===== config.mk =====
export PLATFORM = sky130hd
export DESIGN_NAME = alpu_pipe_ctrl
export DESIGN_NICKNAME = d
export VERILOG_FILES = /design/src/rtl/alpu_pipe_ctrl.sv
export SDC_FILE = /design/constraint.sdc
export NUM_CORES = 1
export LEC_CHECK = 0
export CAP_MARGIN = 20
export CORE_MARGIN = 8
export CORE_UTILIZATION = 52
export CTS_BUF_LIST = sky130_fd_sc_hd__clkbuf_2
export DETAILED_ROUTE_END_ITERATION = 7
export PLACE_DENSITY = 0.87
export SYNTH_ARGS = -nofsm -noshare
export SYNTH_HDL_FRONTEND = slang
export SYNTH_SLANG_ARGS = --single-unit

===== constraint.sdc =====
create_clock -name clk -period 6.9 [get_ports clk]
set_input_delay 1.38 -clock clk [delete_from_list [all_inputs] [get_ports clk]]
set_output_delay 1.38 -clock clk [all_outputs]
set_load 0.01 [all_outputs]

===== src/rtl/alpu_pipe_ctrl.sv =====
`default_nettype none
// ============================================================================
// Module  : alpu_pipe_ctrl
// Issue/retire controller for the piped ALPU: shadow valid/tag pipe + result FIFO.
// Rev     : 1.0
// ============================================================================
module alpu_pipe_ctrl #(
   parameter int REG_WIDTH  = 16,
   parameter int TAG_WIDTH  = 4,
   parameter int ALU_STAGES = 3,
   parameter int FIFO_DEPTH = 4
) (
   input  logic                             clk,
   input  logic                             reset,
   input  logic                             op_valid,
   output logic                             op_ready,
   input  logic [REG_WIDTH-1:0]             op_a,
   input  logic [REG_WIDTH-1:0]             op_b,
   input  logic [7:0]                       op_ctrl,
   input  logic                             op_cin,
   input  logic [TAG_WIDTH-1:0]             op_tag,
   output logic [REG_WIDTH-1:0]             alu_a,
   output logic [REG_WIDTH-1:0]             alu_b,
   output logic [7:0]                       alu_ctrl,
   output logic                             alu_cin,
   output logic                             alu_pipe_active,
   input  logic [REG_WIDTH-1:0]             alu_out,
   input  logic                             alu_cout,
   output logic                             res_valid,
   input  logic                             res_ready,
   output logic [REG_WIDTH-1:0]             res_data,
   output logic                             res_cout,
   output logic [TAG_WIDTH-1:0]             res_tag,
   output logic                             busy,
   output logic [$clog2(FIFO_DEPTH+1)-1:0]  fifo_count
);

   localparam int CNT_W = $clog2(FIFO_DEPTH + 1);
   localparam int PTR_W = $clog2(FIFO_DEPTH);
   localparam int ENT_W = REG_WIDTH + 1 + TAG_WIDTH;
   localparam logic [CNT_W-1:0] C_FULL_COUNT = CNT_W'(FIFO_DEPTH);

   logic [ALU_STAGES-1:0] v_q, v_d;
   logic [TAG_WIDTH-1:0]  tag_q [ALU_STAGES];
   logic [TAG_WIDTH-1:0]  tag_d [ALU_STAGES];
   logic [ENT_W-1:0]      mem_q [FIFO_DEPTH];
   logic [ENT_W-1:0]      mem_d [FIFO_DEPTH];
   logic [PTR_W-1:0]      wr_ptr_q, wr_ptr_d;
   logic [PTR_W-1:0]      rd_ptr_q, rd_ptr_d;
   logic [CNT_W-1:0]      count_q, count_d;
   logic [ENT_W-1:0]      head_q, head_d;

   logic                  w_full, w_pop, w_push, w_advance, w_accept;
   logic [ENT_W-1:0]      w_entry;

   // Handshake and stage-enable decode; reset forces the pipe to hold.
   always_comb begin
      w_full    = (count_q == C_FULL_COUNT);
      w_pop     = (count_q != '0) & res_ready;
      w_advance = ~reset & (~v_q[ALU_STAGES-1] | ~w_full | w_pop);
      w_accept  = op_valid & w_advance;
      w_push    = w_advance & v_q[ALU_STAGES-1];
      w_entry   = {alu_out, alu_cout, tag_q[ALU_STAGES-1]};
   end

   always_comb begin
      v_d   = v_q;
      tag_d = tag_q;
      if (w_advance) begin
         v_d[0]   = w_accept;
         tag_d[0] = op_tag;
         for (int i = 1; i < ALU_STAGES; i++) begin
            v_d[i]   = v_q[i-1];
            tag_d[i] = tag_q[i-1];
         end
      end
   end

   // The head register is refilled from the new read slot, or straight from
   // the incoming entry when that entry is the only one left after this cycle.
   always_comb begin
      mem_d = mem_q;
      if (w_push) begin
         mem_d[wr_ptr_q] = w_entry;
      end
      wr_ptr_d = wr_ptr_q + PTR_W'(w_push);
      rd_ptr_d = rd_ptr_q + PTR_W'(w_pop);
      count_d  = count_q + CNT_W'(w_push) - CNT_W'(w_pop);
      head_d   = head_q;
      if (count_d != '0) begin
         head_d = (w_push && (wr_ptr_q == rd_ptr_d)) ? w_entry : mem_q[rd_ptr_d];
      end
   end

   always_ff @(posedge clk or posedge reset) begin
      if (reset) begin
         v_q      <= '0;
         wr_ptr_q <= '0;
         rd_ptr_q <= '0;
         count_q  <= '0;
         head_q   <= '0;
         for (int i = 0; i < ALU_STAGES; i++) begin
            tag_q[i] <= '0;
         end
         for (int i = 0; i < FIFO_DEPTH; i++) begin
            mem_q[i] <= '0;
         end
      end else begin
         v_q      <= v_d;
         tag_q    <= tag_d;
         mem_q    <= mem_d;
         wr_ptr_q <= wr_ptr_d;
         rd_ptr_q <= rd_ptr_d;
         count_q  <= count_d;
         head_q   <= head_d;
      end
   end

   always_comb begin
      alu_a           = op_a;
      alu_b           = op_b;
      alu_ctrl        = op_ctrl;
      alu_cin         = op_cin;
      alu_pipe_active = w_advance;
      op_ready        = w_advance;
      res_valid       = (count_q != '0);
      {res_data, res_cout, res_tag} = head_q;
      fifo_count      = count_q;
      busy            = (|v_q) | (count_q != '0);
   end

endmodule
`default_nettype wire


==> impl_summary.log, run 1 <==
[metrics] utilization of the core after routing: 0.575
[metrics] number of global-route vias before repair: 3920
[metrics] Setup Fix Bufs, Post-CTS: 0
[metrics] register-to-register path setup slack: 3.20 ns
[metrics] max-capacitance violation count: 0
[metrics] post-synthesis average cell area: 13.8 sq um
[metrics] leakage power summed over all cells: 2.78 nW
[metrics] Arr. time, crit path: 3.63 ns
[metrics] total clock sinks: 127
[metrics] number of distinct library cell variants in the gate-level netlist after synthesis: 30
[metrics] Max FO, Critical Path: 50
[metrics] clock latency reported for the late side of the worst-skew pair: 0.65 ns
[metrics] maximum number of pins on one net before global-route repair: 80
[metrics] number of nets at the end of the flow: 513
[metrics] part of the Yosys area used for sequential elements: 0.538
[metrics] area of the die: 15000 sq um
[metrics] number of gates resized after cts: 0
[metrics] Netlist Area Pre-Place: 5900 sq um
[metrics] worst hold-check path type: flop to flop
[metrics] TritonCTS clock tree: built
[metrics] top area cells in the synthesized netlist: sky130_fd_sc_hd__dfrtp_1, sky130_fd_sc_hd__mux2_2, sky130_fd_sc_hd__mux4_2
[metrics] category of the worst setup path capture point: output pin
[metrics] synthesized netlist net count: 498
[metrics] Post-synth EDFFs: 0
[metrics] Clock transition at path regs: 0.18 ns
[metrics] vertical extent of the die: 123 um
[metrics] compound-gate portion of the synthesized area: 0.0369
[metrics] WP data required: 5.52 ns
[metrics] Max Buffers Root-to-Sink: 2
[metrics] YS warnings: 0
[metrics] most area-hungry cell type in the Yosys netlist: sky130_fd_sc_hd__dfrtp_1
[metrics] Inserted Clock Buffers: 17
[metrics] overall global routing resource usage: 0.171
[metrics] die width: 123 um
[metrics] via count: 3437
[metrics] Cell Pwr Density: 534 nW/um^2
[metrics] total DRC errors in the routed layout: 0
[metrics] final-layout setup total negative slack: 0 ns
[metrics] transition time at the pin with the least slew margin: 1.02 ns
[metrics] remaining antenna violation count after routing: 0
[metrics] synthesized-area fraction occupied by adder cells: 0.0119
[metrics] Worst setup SP type: input port
[metrics] number of max-slew violations in the final report: 0
[metrics] I/O pin count: 135
[metrics] final number of hold-violating endpoints: 0
[metrics] multiplexer area fraction after synthesis: 0.269
[metrics] prevailing post-synth register cell: sky130_fd_sc_hd__dfrtp_1
[metrics] antenna violations before repair: 0
[metrics] root buffer selected by CTS: sky130_fd_sc_hd__clkbuf_2
[metrics] count of standard-cell rows: 39
[metrics] XOR/XNOR share of the synthesized area: 0.0129
[metrics] maximum vdd drop: 273 uV
[metrics] Hold Buf Count CTS: 0
[metrics] effective utilization at floorplan: 0.524
[metrics] Worst slew margin: 0.321
[metrics] DR pass1 iterations: 5
[metrics] Design Power: 3.46 mW
[metrics] Final setup viols: 0
[metrics] wire length of the first global-routing pass: 19.9 mm
[metrics] maximum level of the CTS H-tree: 4
[metrics] post-route minimum period: 5.01 ns
[metrics] wire length reported by the detailed router: 12.0 mm
[metrics] top cell types by occurrence after synthesis: sky130_fd_sc_hd__dfrtp_1, sky130_fd_sc_hd__mux2_2, sky130_fd_sc_hd__a21oi_1, sky130_fd_sc_hd__buf_4, sky130_fd_sc_hd__nand2_1
[metrics] dominant cell by count in the synthesized netlist: sky130_fd_sc_hd__dfrtp_1
[metrics] synthesized instance count: 427
[metrics] count of input and output buffers: 52
[metrics] Antenna Diode Count: 0
[metrics] outcome: finished, final reports clean
[metrics] Post-synth ARST share: 1.00
[metrics] flip-flop and latch count after synthesis: 127
[metrics] number of design-rule violations left by the first detailed-router iteration: 188
[metrics] sum of net half-perimeters after detailed placement: 7.71 mm
[metrics] final critical-path share of the clock period: 0.726
[metrics] RSZ-0062 raised after global routing: false
[metrics] placer's final routability congestion estimate: 0.710
[metrics] main combinational cell family by area after synthesis: multiplexers
[metrics] Simple-Gate Fraction of Synth Area: 0.0443
[metrics] core area: 11300 sq um
[metrics] share of cells above drive strength 1: 0.369
[metrics] layout overhead on the synthesized area: 9.75%
[metrics] Worst Path Class, Setup: input port to output pin
[metrics] grt ovf: 0
[metrics] final clock skew: 0.0274 ns
[metrics] maximum achievable frequency: 0.199 GHz
[metrics] drt wl/cell: 20.1 um
[metrics] vias per inst: 5.75
[metrics] proportion of netlist area held by the largest area contributor: 0.538
[cells by family after synthesis]
| group | after synthesis |
|---|---|
| AO/OA/AOI/OAI | 43 |
| multiplexers | 120 |
| adder cells (fa/ha/maj) | 5 |
| flip-flops | 127 |
| AND/OR/NAND/NOR | 56 |
| XOR/XNOR | 5 |
| buffers and inverters | 71 |
[final timing paths]
check | start | to | cells after the start
min | tag_q[7] | tag_q[3] | 1
min in group asynchronous | reset | fifo_count[2] | 2
max | reset | alu_pipe_active | 4
max reg2reg | fifo_count[1] | head_q[10] | 11
min reg2reg | tag_q[7] | tag_q[3] | 1
max in group asynchronous | reset | head_q[10] | 3
[power by group]
| group | total (mW) | switching, mW | internal [mW] |
|---|---|---|---|
| clock | 0.498 | 0.262 | 0.236 |
| sequential | 1.33 | 0.216 | 1.12 |
| combinational | 1.63 | 0.735 | 0.892 |
| total | 3.46 | 1.21 | 2.25 |
[cell usage in the layout, fill, tap and decap left out]
cell	n
sky130_fd_sc_hd__xnor3_1	1
sky130_fd_sc_hd__clkinvlp_4	2
sky130_fd_sc_hd__mux4_2	21
sky130_fd_sc_hd__and2b_1	1
sky130_fd_sc_hd__or4_1	1
sky130_fd_sc_hd__inv_4	1
sky130_fd_sc_hd__mux2_2	99
sky130_fd_sc_hd__fa_1	1
sky130_fd_sc_hd__or3_2	1
sky130_fd_sc_hd__xnor2_1	1
sky130_fd_sc_hd__xnor2_2	1
sky130_fd_sc_hd__nand3_2	1
sky130_fd_sc_hd__nand2_1	22
sky130_fd_sc_hd__buf_4	7
sky130_fd_sc_hd__ha_1	4
sky130_fd_sc_hd__nand4_1	1
sky130_fd_sc_hd__nor2_1	21
sky130_fd_sc_hd__inv_1	6
sky130_fd_sc_hd__nor3b_2	2
sky130_fd_sc_hd__or4b_4	1
sky130_fd_sc_hd__buf_8	1
sky130_fd_sc_hd__clkinv_1	3
sky130_fd_sc_hd__or3_1	1
sky130_fd_sc_hd__clkbuf_2	19
sky130_fd_sc_hd__xor2_1	1
sky130_fd_sc_hd__bufinv_16	4
sky130_fd_sc_hd__clkdlybuf4s50_1	52
sky130_fd_sc_hd__xor3_4	1
sky130_fd_sc_hd__nor3_2	2
sky130_fd_sc_hd__a21oi_1	42
sky130_fd_sc_hd__and2_1	1
sky130_fd_sc_hd__and4_2	1
sky130_fd_sc_hd__dfrtp_1	127
sky130_fd_sc_hd__clkinv_4	1
sky130_fd_sc_hd__clkinv_2	3
sky130_fd_sc_hd__o21a_1	1
[flip-flops by register name, indices dropped and copies added, names as in the netlist]
register,cells
mem_q,84
head_q,21
tag_q,12
fifo_count,3
v_q,3
rd_ptr_q,2
wr_ptr_q,2
[area by class of cell]
cell class | instances | area, sq um
Clock buffer | 19 | 95.1
Clock inverter | 13 | 170
Sequential cell | 127 | 3180
Timing Repair Buffer | 60 | 588
Inverter | 7 | 28.8
Tap cell | 143 | 179
Fill cell | 879 | 4790
Multi-Input combinational cell | 229 | 2240
[critical path, cell delays in order]
cell and delay [ns]:
sky130_fd_sc_hd__clkdlybuf4s50_1 0.46, sky130_fd_sc_hd__inv_4 0.46, sky130_fd_sc_hd__o21a_1 0.65, sky130_fd_sc_hd__clkdlybuf4s50_1 0.68
[layer usage]
metal  vias up  routed length (um)  global-route usage
li1       1502                   -                   -
met1      1732                4890               0.202
met2       154                5990               0.282
met3        49                 829              0.0520
met4         0                 313              0.0830
met5         -                   0                   0
[through the flow]
stage	area (sq um)	cells	hold WS (ns)	setup WS (ns)
2_1_floorplan	5900	427	0.474	0.776
3_3_place_gp	6200	565	0.482	1.88
3_5_place_dp	6210	566	0.492	1.82
4_1_cts	6480	598	0.516	1.83
5_1_grt	6480	598	0.542	1.65
6_report	6480	598	0.505	1.89
Note: power is estimated with default switching activity, not from simulation.
==> inputs of run 2 (changes only) <==
--- a/config.mk
+++ b/config.mk
@@ -7,10 +7,10 @@
 export LEC_CHECK = 0
 export CAP_MARGIN = 20
 export CORE_MARGIN = 8
-export CORE_UTILIZATION = 52
+export CORE_UTILIZATION = 47
 export CTS_BUF_LIST = sky130_fd_sc_hd__clkbuf_2
 export DETAILED_ROUTE_END_ITERATION = 7
-export PLACE_DENSITY = 0.87
+export PLACE_DENSITY = 0.84
 export SYNTH_ARGS = -nofsm -noshare
 export SYNTH_HDL_FRONTEND = slang
 export SYNTH_SLANG_ARGS = --single-unit
==> constraint.sdc (replaced) <==
create_clock -name clk -period 4.34 [get_ports clk]
set_input_delay 0.868 -clock clk [delete_from_list [all_inputs] [get_ports clk]]
set_output_delay 0.868 -clock clk [all_outputs]
set_load 0.01 [all_outputs]
==> impl_summary.log, run 2 (synthesis results as in run 1) <==
[metrics] share of cells above drive strength 1: 0.373 (+0.00332)
[metrics] Inserted Clock Buffers: 17 (unchanged)
[metrics] RSZ-0062 raised after global routing: false
[metrics] category of the worst setup path capture point: flop
[metrics] family with the most delay on the worst path: simple AND/OR/NAND/NOR gates
[metrics] wire length of the first global-routing pass: 19.8 mm (-0.59%)
[metrics] Worst slew margin: 0.393 (+0.0713)
[metrics] maximum vdd drop: 394 uV (+44%)
[metrics] vertical extent of the die: 128 um (+4.5%)
[metrics] flip-flop count of the largest register after layout: 84 (unchanged)
[metrics] Max Buffers Root-to-Sink: 2 (unchanged)
[metrics] total placed cells including tap cells: 601 (+6.2%)
[metrics] grt ovf: 0 (unchanged)
[metrics] slowest library cell on the worst path: sky130_fd_sc_hd__or4b_4
[metrics] Final setup viols: 0 (unchanged)
[metrics] register-to-register path setup slack: 0.99 ns (-2.21 ns)
[metrics] effective utilization at floorplan: 0.474 (-0.0502)
[metrics] Max FO, Critical Path: 21 (-58%)
[metrics] total DRC errors in the routed layout: 0 (unchanged)
[metrics] post-route minimum period: 3.44 ns
[metrics] clock latency reported for the late side of the worst-skew pair: 0.66 ns (about the same)
[metrics] placer's final routability congestion estimate: 0.747 (+5.2%)
[metrics] number of global-route vias before repair: 3795 (-3.2%)
[metrics] via count: 3439 (+0.058%)
[metrics] Arr. time, crit path: 4.00 ns (+0.37 ns)
[metrics] number of design-rule violations left by the first detailed-router iteration: 280 (+49%)
[metrics] antenna violations before repair: 0 (unchanged)
[metrics] wire length reported by the detailed router: 12.3 mm (+2.6%)
[metrics] I/O pin count: 135 (unchanged)
[metrics] overall global routing resource usage: 0.158 (-0.0136)
[metrics] commonest non-fill, non-tap cells in the layout: sky130_fd_sc_hd__dfrtp_1, sky130_fd_sc_hd__mux2_2, sky130_fd_sc_hd__clkdlybuf4s50_1
[metrics] number of gates resized after cts: 0 (unchanged)
[metrics] maximum number of pins on one net before global-route repair: 75 (-6.3%)
[metrics] series of cell instances along the critical path: clkdlybuf4s50_1, or4b_4, nand2_1, ha_1, inv_1, ha_1, inv_1, fa_1, xor3_4, or3_1, buf_4, nor2_1, a21oi_1
[metrics] die width: 128 um (+4.5%)
[metrics] final number of hold-violating endpoints: 0 (unchanged)
[metrics] layout overhead on the synthesized area: 9.83% (about the same)
[metrics] Crit path largest cell delay: 0.53 ns (-0.15 ns)
[metrics] total of fill cells in the finished design: 1066 (+21%)
[metrics] final clock skew: 0.0146 ns (-0.0128 ns)
[metrics] count of standard-cell rows: 41 (+5.1%)
[metrics] number of max-slew violations in the final report: 0 (unchanged)
[metrics] leakage power summed over all cells: 2.78 nW (about the same)
[metrics] sum of net half-perimeters after detailed placement: 8.04 mm (+4.3%)
[metrics] Antenna Diode Count: 0 (unchanged)
[metrics] worst hold-check path type: flop to flop
[metrics] remaining antenna violation count after routing: 0 (unchanged)
[metrics] outcome: finished, final reports clean
[metrics] count of input and output buffers: 52 (unchanged)
[metrics] total clock sinks: 127 (unchanged)
[metrics] vias per inst: 5.45 (-5.2%)
[metrics] leading registers by flop count: mem_q: 84 flops, head_q: 21 flops, tag_q: 12 flops
[metrics] maximum achievable frequency: 0.291 GHz
[metrics] number of nets at the end of the flow: 519 (+1.2%)
[metrics] maximum level of the CTS H-tree: 4 (unchanged)
[metrics] Cell Pwr Density: 826 nW/um^2 (+55%)
[metrics] final-layout setup total negative slack: 0 ns (unchanged)
[metrics] final critical-path share of the clock period: 0.793
[metrics] leading cell type in the layout, fill and taps excluded: sky130_fd_sc_hd__dfrtp_1
[metrics] Worst Path Class, Setup: input port to flop
[metrics] Hold Buf Count CTS: 0 (unchanged)
[metrics] max-capacitance violation count: 0 (unchanged)
[metrics] core area: 12500 sq um (+11%)
[metrics] sum of buffers and inverters on the critical path: 4 (+1)
[metrics] Setup Fix Bufs, Post-CTS: 0 (unchanged)
[metrics] root buffer selected by CTS: sky130_fd_sc_hd__clkbuf_2
[metrics] Reg with most FFs: mem_q
[metrics] WP data required: 4.90 ns (-0.62 ns)
[metrics] Clock transition at path regs: 0.16 ns (-0.02 ns)
[metrics] drt wl/cell: 19.5 um (-2.7%)
[metrics] DR pass1 iterations: 4 (-1)
[metrics] area of the die: 16400 sq um (+9.2%)
[metrics] transition time at the pin with the least slew margin: 0.911 ns (-0.107 ns)
[metrics] TritonCTS clock tree: built
[metrics] Cell Count, Final, Fillers Out: 631 (+5.5%)
[metrics] worst-case hold slack: 0.517 ns (+0.0123 ns)
[metrics] Worst setup SP type: input port
-- run 2: cell types whose count changed in the layout (fill, tap and decap cells not counted) --
cell                         previous run  this run
sky130_fd_sc_hd__inv_4                  1         0
sky130_fd_sc_hd__clkinv_4               1         0
sky130_fd_sc_hd__clkinv_1               3         4
sky130_fd_sc_hd__clkinv_2               3         5
sky130_fd_sc_hd__bufinv_16              4         2
sky130_fd_sc_hd__buf_8                  1         0
sky130_fd_sc_hd__clkinvlp_4             2         1
sky130_fd_sc_hd__buf_4                  7        14
-- run 2: final timing paths --
path,to,from,cells after the start
min,tag_q[2],tag_q[6],1
max,head_q[14],res_ready,13
min reg2reg,tag_q[2],tag_q[6],1
min in group asynchronous,fifo_count[1],reset,3
max reg2reg,head_q[14],fifo_count[1],12
max in group asynchronous,mem_q[64],reset,4
-- run 2: worst register-to-register path: cells and delay by family (launching register included) --
kind / cells / cell delay (ns)
fa+ha+maj: 3 / 0.78
compound gates: 1 / 0.05
xor+xnor: 1 / 0.33
simple gates: 4 / 1.26
buf+inv: 3 / 0.34
flops: 1 / 0.49
-- run 2: cell type report --
class                           instances  area (sq um)  share of cell area
Sequential cell                       127          3180               0.490
Multi-Input combinational cell        229          2240               0.346
Timing Repair Buffer                   66           626              0.0965
Tap cell                              172           215              0.0332
Clock inverter                         11           100              0.0154
Clock buffer                           19          95.1              0.0147
Inverter                                7          30.0             0.00463
-- run 2: power breakdown --
group / internal (mW) / leakage (nW) / switching (mW)
clock: 0.250 / 0.133 / 0.403
sequential: 1.78 / 1.52 / 0.354
combinational: 1.43 / 1.13 / 1.14
-- run 2: per-layer routing --
metal / up-vias / track usage / wire [um]
met1: 1790 / 0.177 / 5000
met5: - / 0 / 0
met2: 113 / 0.267 / 6340
met3: 33 / 0.0587 / 793
met4: 0 / 0.0622 / 197
li1: 1503 / - / -
-- run 2: per-stage QoR --
step | total power, mW | instance area, sq um | setup slack [ns] | util
floorplan | 3.98 | 5910 | 0.0417 | -
CTS | 5.40 | 6480 | 0.868 | 0.520
global route | 5.73 | 6480 | 0.787 | 0.520
global placement | 4.57 | 6290 | 0.327 | 0.505
detailed placement | 4.76 | 6290 | 0.218 | 0.505
finish | 5.35 | 6480 | 0.900 | 0.520
==> inputs of run 3 (changes only) <==
--- a/config.mk
+++ b/config.mk
@@ -7,10 +7,10 @@
 export LEC_CHECK = 0
 export CAP_MARGIN = 20
 export CORE_MARGIN = 8
-export CORE_UTILIZATION = 47
+export CORE_UTILIZATION = 52
 export CTS_BUF_LIST = sky130_fd_sc_hd__clkbuf_2
 export DETAILED_ROUTE_END_ITERATION = 7
-export PLACE_DENSITY = 0.84
+export PLACE_DENSITY = 0.87
 export SYNTH_ARGS = -nofsm -noshare
 export SYNTH_HDL_FRONTEND = slang
 export SYNTH_SLANG_ARGS = --single-unit
==> constraint.sdc (replaced) <==
create_clock -name clk -period 3.6 [get_ports clk]
set_input_delay 0.72 -clock clk [delete_from_list [all_inputs] [get_ports clk]]
set_output_delay 0.72 -clock clk [all_outputs]
set_load 0.01 [all_outputs]
==> impl_summary.log, run 3 (synthesis results as in run 1) <==
[metrics] count of standard-cell rows: 39 (-4.9%)
[metrics] post-route minimum period: 3.41 ns
[metrics] Worst slew margin: 0.338 (-0.0545)
[metrics] area of the multi-input gates: 2240 sq um (unchanged)
[metrics] Crit path largest cell delay: 0.56 ns (+0.03 ns)
[metrics] final number of hold-violating endpoints: 0 (unchanged)
[metrics] Critical Path Stages: 4 (-9)
[metrics] Max Buffers Root-to-Sink: 2 (unchanged)
[metrics] remaining antenna violation count after routing: 0 (unchanged)
[metrics] Max FO, Critical Path: 8 (-62%)
[metrics] series of cell instances along the critical path: or4b_4, buf_4, o21a_1, clkdlybuf4s50_1
[metrics] overall global routing resource usage: 0.172 (+0.0147)
[metrics] number of max-slew violations in the final report: 0 (unchanged)
[metrics] outcome: finished, final reports clean
[metrics] final clock skew: 0.0299 ns (+0.0153 ns)
[metrics] root buffer selected by CTS: sky130_fd_sc_hd__clkbuf_2
[metrics] family with the most delay on the worst path: buffers and inverters
[metrics] worst-case hold slack: 0.521 ns (+0.00411 ns)
[metrics] Cell Pwr Density: 1020 nW/um^2 (+23%)
[metrics] total clock sinks: 127 (unchanged)
[metrics] flip-flop count of the largest register after layout: 84 (unchanged)
[metrics] sum of buffers and inverters on the critical path: 2 (-2)
[metrics] core area: 11300 sq um (-9.6%)
[metrics] antenna violations before repair: 0 (unchanged)
[metrics] area of the die: 15000 sq um (-8.4%)
[metrics] die width: 123 um (-4.3%)
[metrics] maximum number of pins on one net before global-route repair: 67 (-11%)
[metrics] Final setup viols: 0 (unchanged)
[metrics] layout overhead on the synthesized area: 10.8%
[metrics] grt ovf: 0 (unchanged)
[metrics] slowest library cell on the worst path: sky130_fd_sc_hd__or4b_4
[metrics] maximum achievable frequency: 0.293 GHz
[metrics] sum of net half-perimeters after detailed placement: 7.91 mm (-1.6%)
[metrics] number of gates resized after cts: 0 (unchanged)
[metrics] RSZ-0062 raised after global routing: false
[metrics] Clock transition at path regs: 0.19 ns (+0.03 ns)
[metrics] Arr. time, crit path: 2.69 ns (-1.31 ns)
[metrics] effective utilization at floorplan: 0.524 (+0.0502)
[metrics] DR pass1 iterations: 4 (unchanged)
[metrics] minimum setup slack after placement: -0.177 ns (-0.395 ns)
[metrics] count of input and output buffers: 52 (unchanged)
[metrics] commonest non-fill, non-tap cells in the layout: sky130_fd_sc_hd__dfrtp_1, sky130_fd_sc_hd__mux2_2, sky130_fd_sc_hd__clkdlybuf4s50_1
[metrics] Critical Path Source: fifo_count[1]
[metrics] WP data required: 2.88 ns (-2.02 ns)
[metrics] total DRC errors in the routed layout: 0 (unchanged)
[metrics] total of fill cells in the finished design: 868 (-19%)
[metrics] number of nets at the end of the flow: 521 (+0.39%)
[metrics] leakage power summed over all cells: 2.80 nW (+0.82%)
[metrics] number of design-rule violations left by the first detailed-router iteration: 213 (-24%)
[metrics] category of the worst setup path capture point: output pin
[metrics] max-capacitance violation count: 0 (unchanged)
[metrics] leading cell type in the layout, fill and taps excluded: sky130_fd_sc_hd__dfrtp_1
[metrics] leading registers by flop count: mem_q: 84 flops, head_q: 21 flops, tag_q: 12 flops
[metrics] worst hold path cell count: 1 (unchanged)
[metrics] worst hold-check path type: flop to flop
[metrics] TritonCTS clock tree: built
[metrics] number of global-route vias before repair: 3804 (+0.24%)
[metrics] smallest setup slack after layout: 0.188 ns (-0.712 ns)
[metrics] hold_sp: tag_q[11]
[metrics] wire length of the first global-routing pass: 19.8 mm (-0.31%)
[metrics] maximum vdd drop: 517 uV (+31%)
[metrics] vertical extent of the die: 123 um (-4.3%)
[metrics] wire length reported by the detailed router: 12.1 mm (-1.6%)
[metrics] share of cells above drive strength 1: 0.374 (+0.00110)
[metrics] I/O pin count: 135 (unchanged)
[metrics] via count: 3487 (+1.4%)
[metrics] Reg with most FFs: mem_q
[metrics] Antenna Diode Count: 0 (unchanged)
[metrics] utilization of the core after routing: 0.581 (+0.0604)
[metrics] final-layout setup total negative slack: 0 ns (unchanged)
[metrics] maximum level of the CTS H-tree: 4 (unchanged)
[metrics] final critical-path share of the clock period: 0.948
[metrics] area used by sequential logic in the layout: 3180 sq um (unchanged)
[metrics] transition time at the pin with the least slew margin: 0.989 ns (+0.0775 ns)
[metrics] Inserted Clock Buffers: 17 (unchanged)
[metrics] R2R cell count: 13 (+1)
[metrics] drt wl/cell: 20.0 um (+2.5%)
[metrics] clock latency reported for the late side of the worst-skew pair: 0.66 ns (about the same)
[metrics] vias per inst: 5.75 (+5.6%)
[metrics] Worst Path Class, Setup: flop to output pin
[metrics] critical register-to-register path startpoint: fifo_count[1]
[metrics] Hold Buf Count CTS: 0 (unchanged)
[metrics] Setup Fix Bufs, Post-CTS: 0 (unchanged)
[metrics] placer's final routability congestion estimate: 0.749 (+0.32%)
[metrics] Worst setup SP type: flop
==> run 3: report_power, final <==
| group | switching (mW) | internal, mW | total (mW) |
|---|---|---|---|
| Sequential | 0.409 | 2.14 | 2.55 |
| Clock | 0.509 | 0.375 | 0.884 |
| Combinational | 1.40 | 1.83 | 3.23 |
==> run 3: final timing paths <==
check	to	slack, ns
hold reg to reg	tag_q[11]	0.52
hold / removal	tag_q[11]	0.52
setup reg to reg	head_q[18]	0.33
min in group asynchronous	v_q[1]	0.71
max in group asynchronous	head_q[16]	1.52
setup / recovery	alu_pipe_active	0.19
==> run 3: metal layers <==
layer / global-route usage / share of wire / vias up
met5: 0 / 0 / -
met4: 0.0800 / 0.033 / 0
met3: 0.0589 / 0.075 / 46
met2: 0.282 / 0.49 / 121
met1: 0.203 / 0.40 / 1805
li1: - / - / 1515
==> run 3: cell type report <==
| type | instances | share of cell area |
|---|---|---|
| inverter | 7 | 0.00459 |
| multi-input combinational | 229 | 0.342 |
| clock buffer | 18 | 0.0138 |
| clock inverter | 14 | 0.0227 |
| sequential | 127 | 0.486 |
| timing repair buffer | 68 | 0.104 |
| tap | 143 | 0.0273 |
==> run 3: per-stage QoR <==
step	power, mW	std cells	area [sq um]
floorplan	4.80	427	5920
global placement	5.63	574	6310
CTS	6.72	606	6550
detailed placement	5.84	574	6310
global route	7.12	606	6550
finish	6.66	606	6550
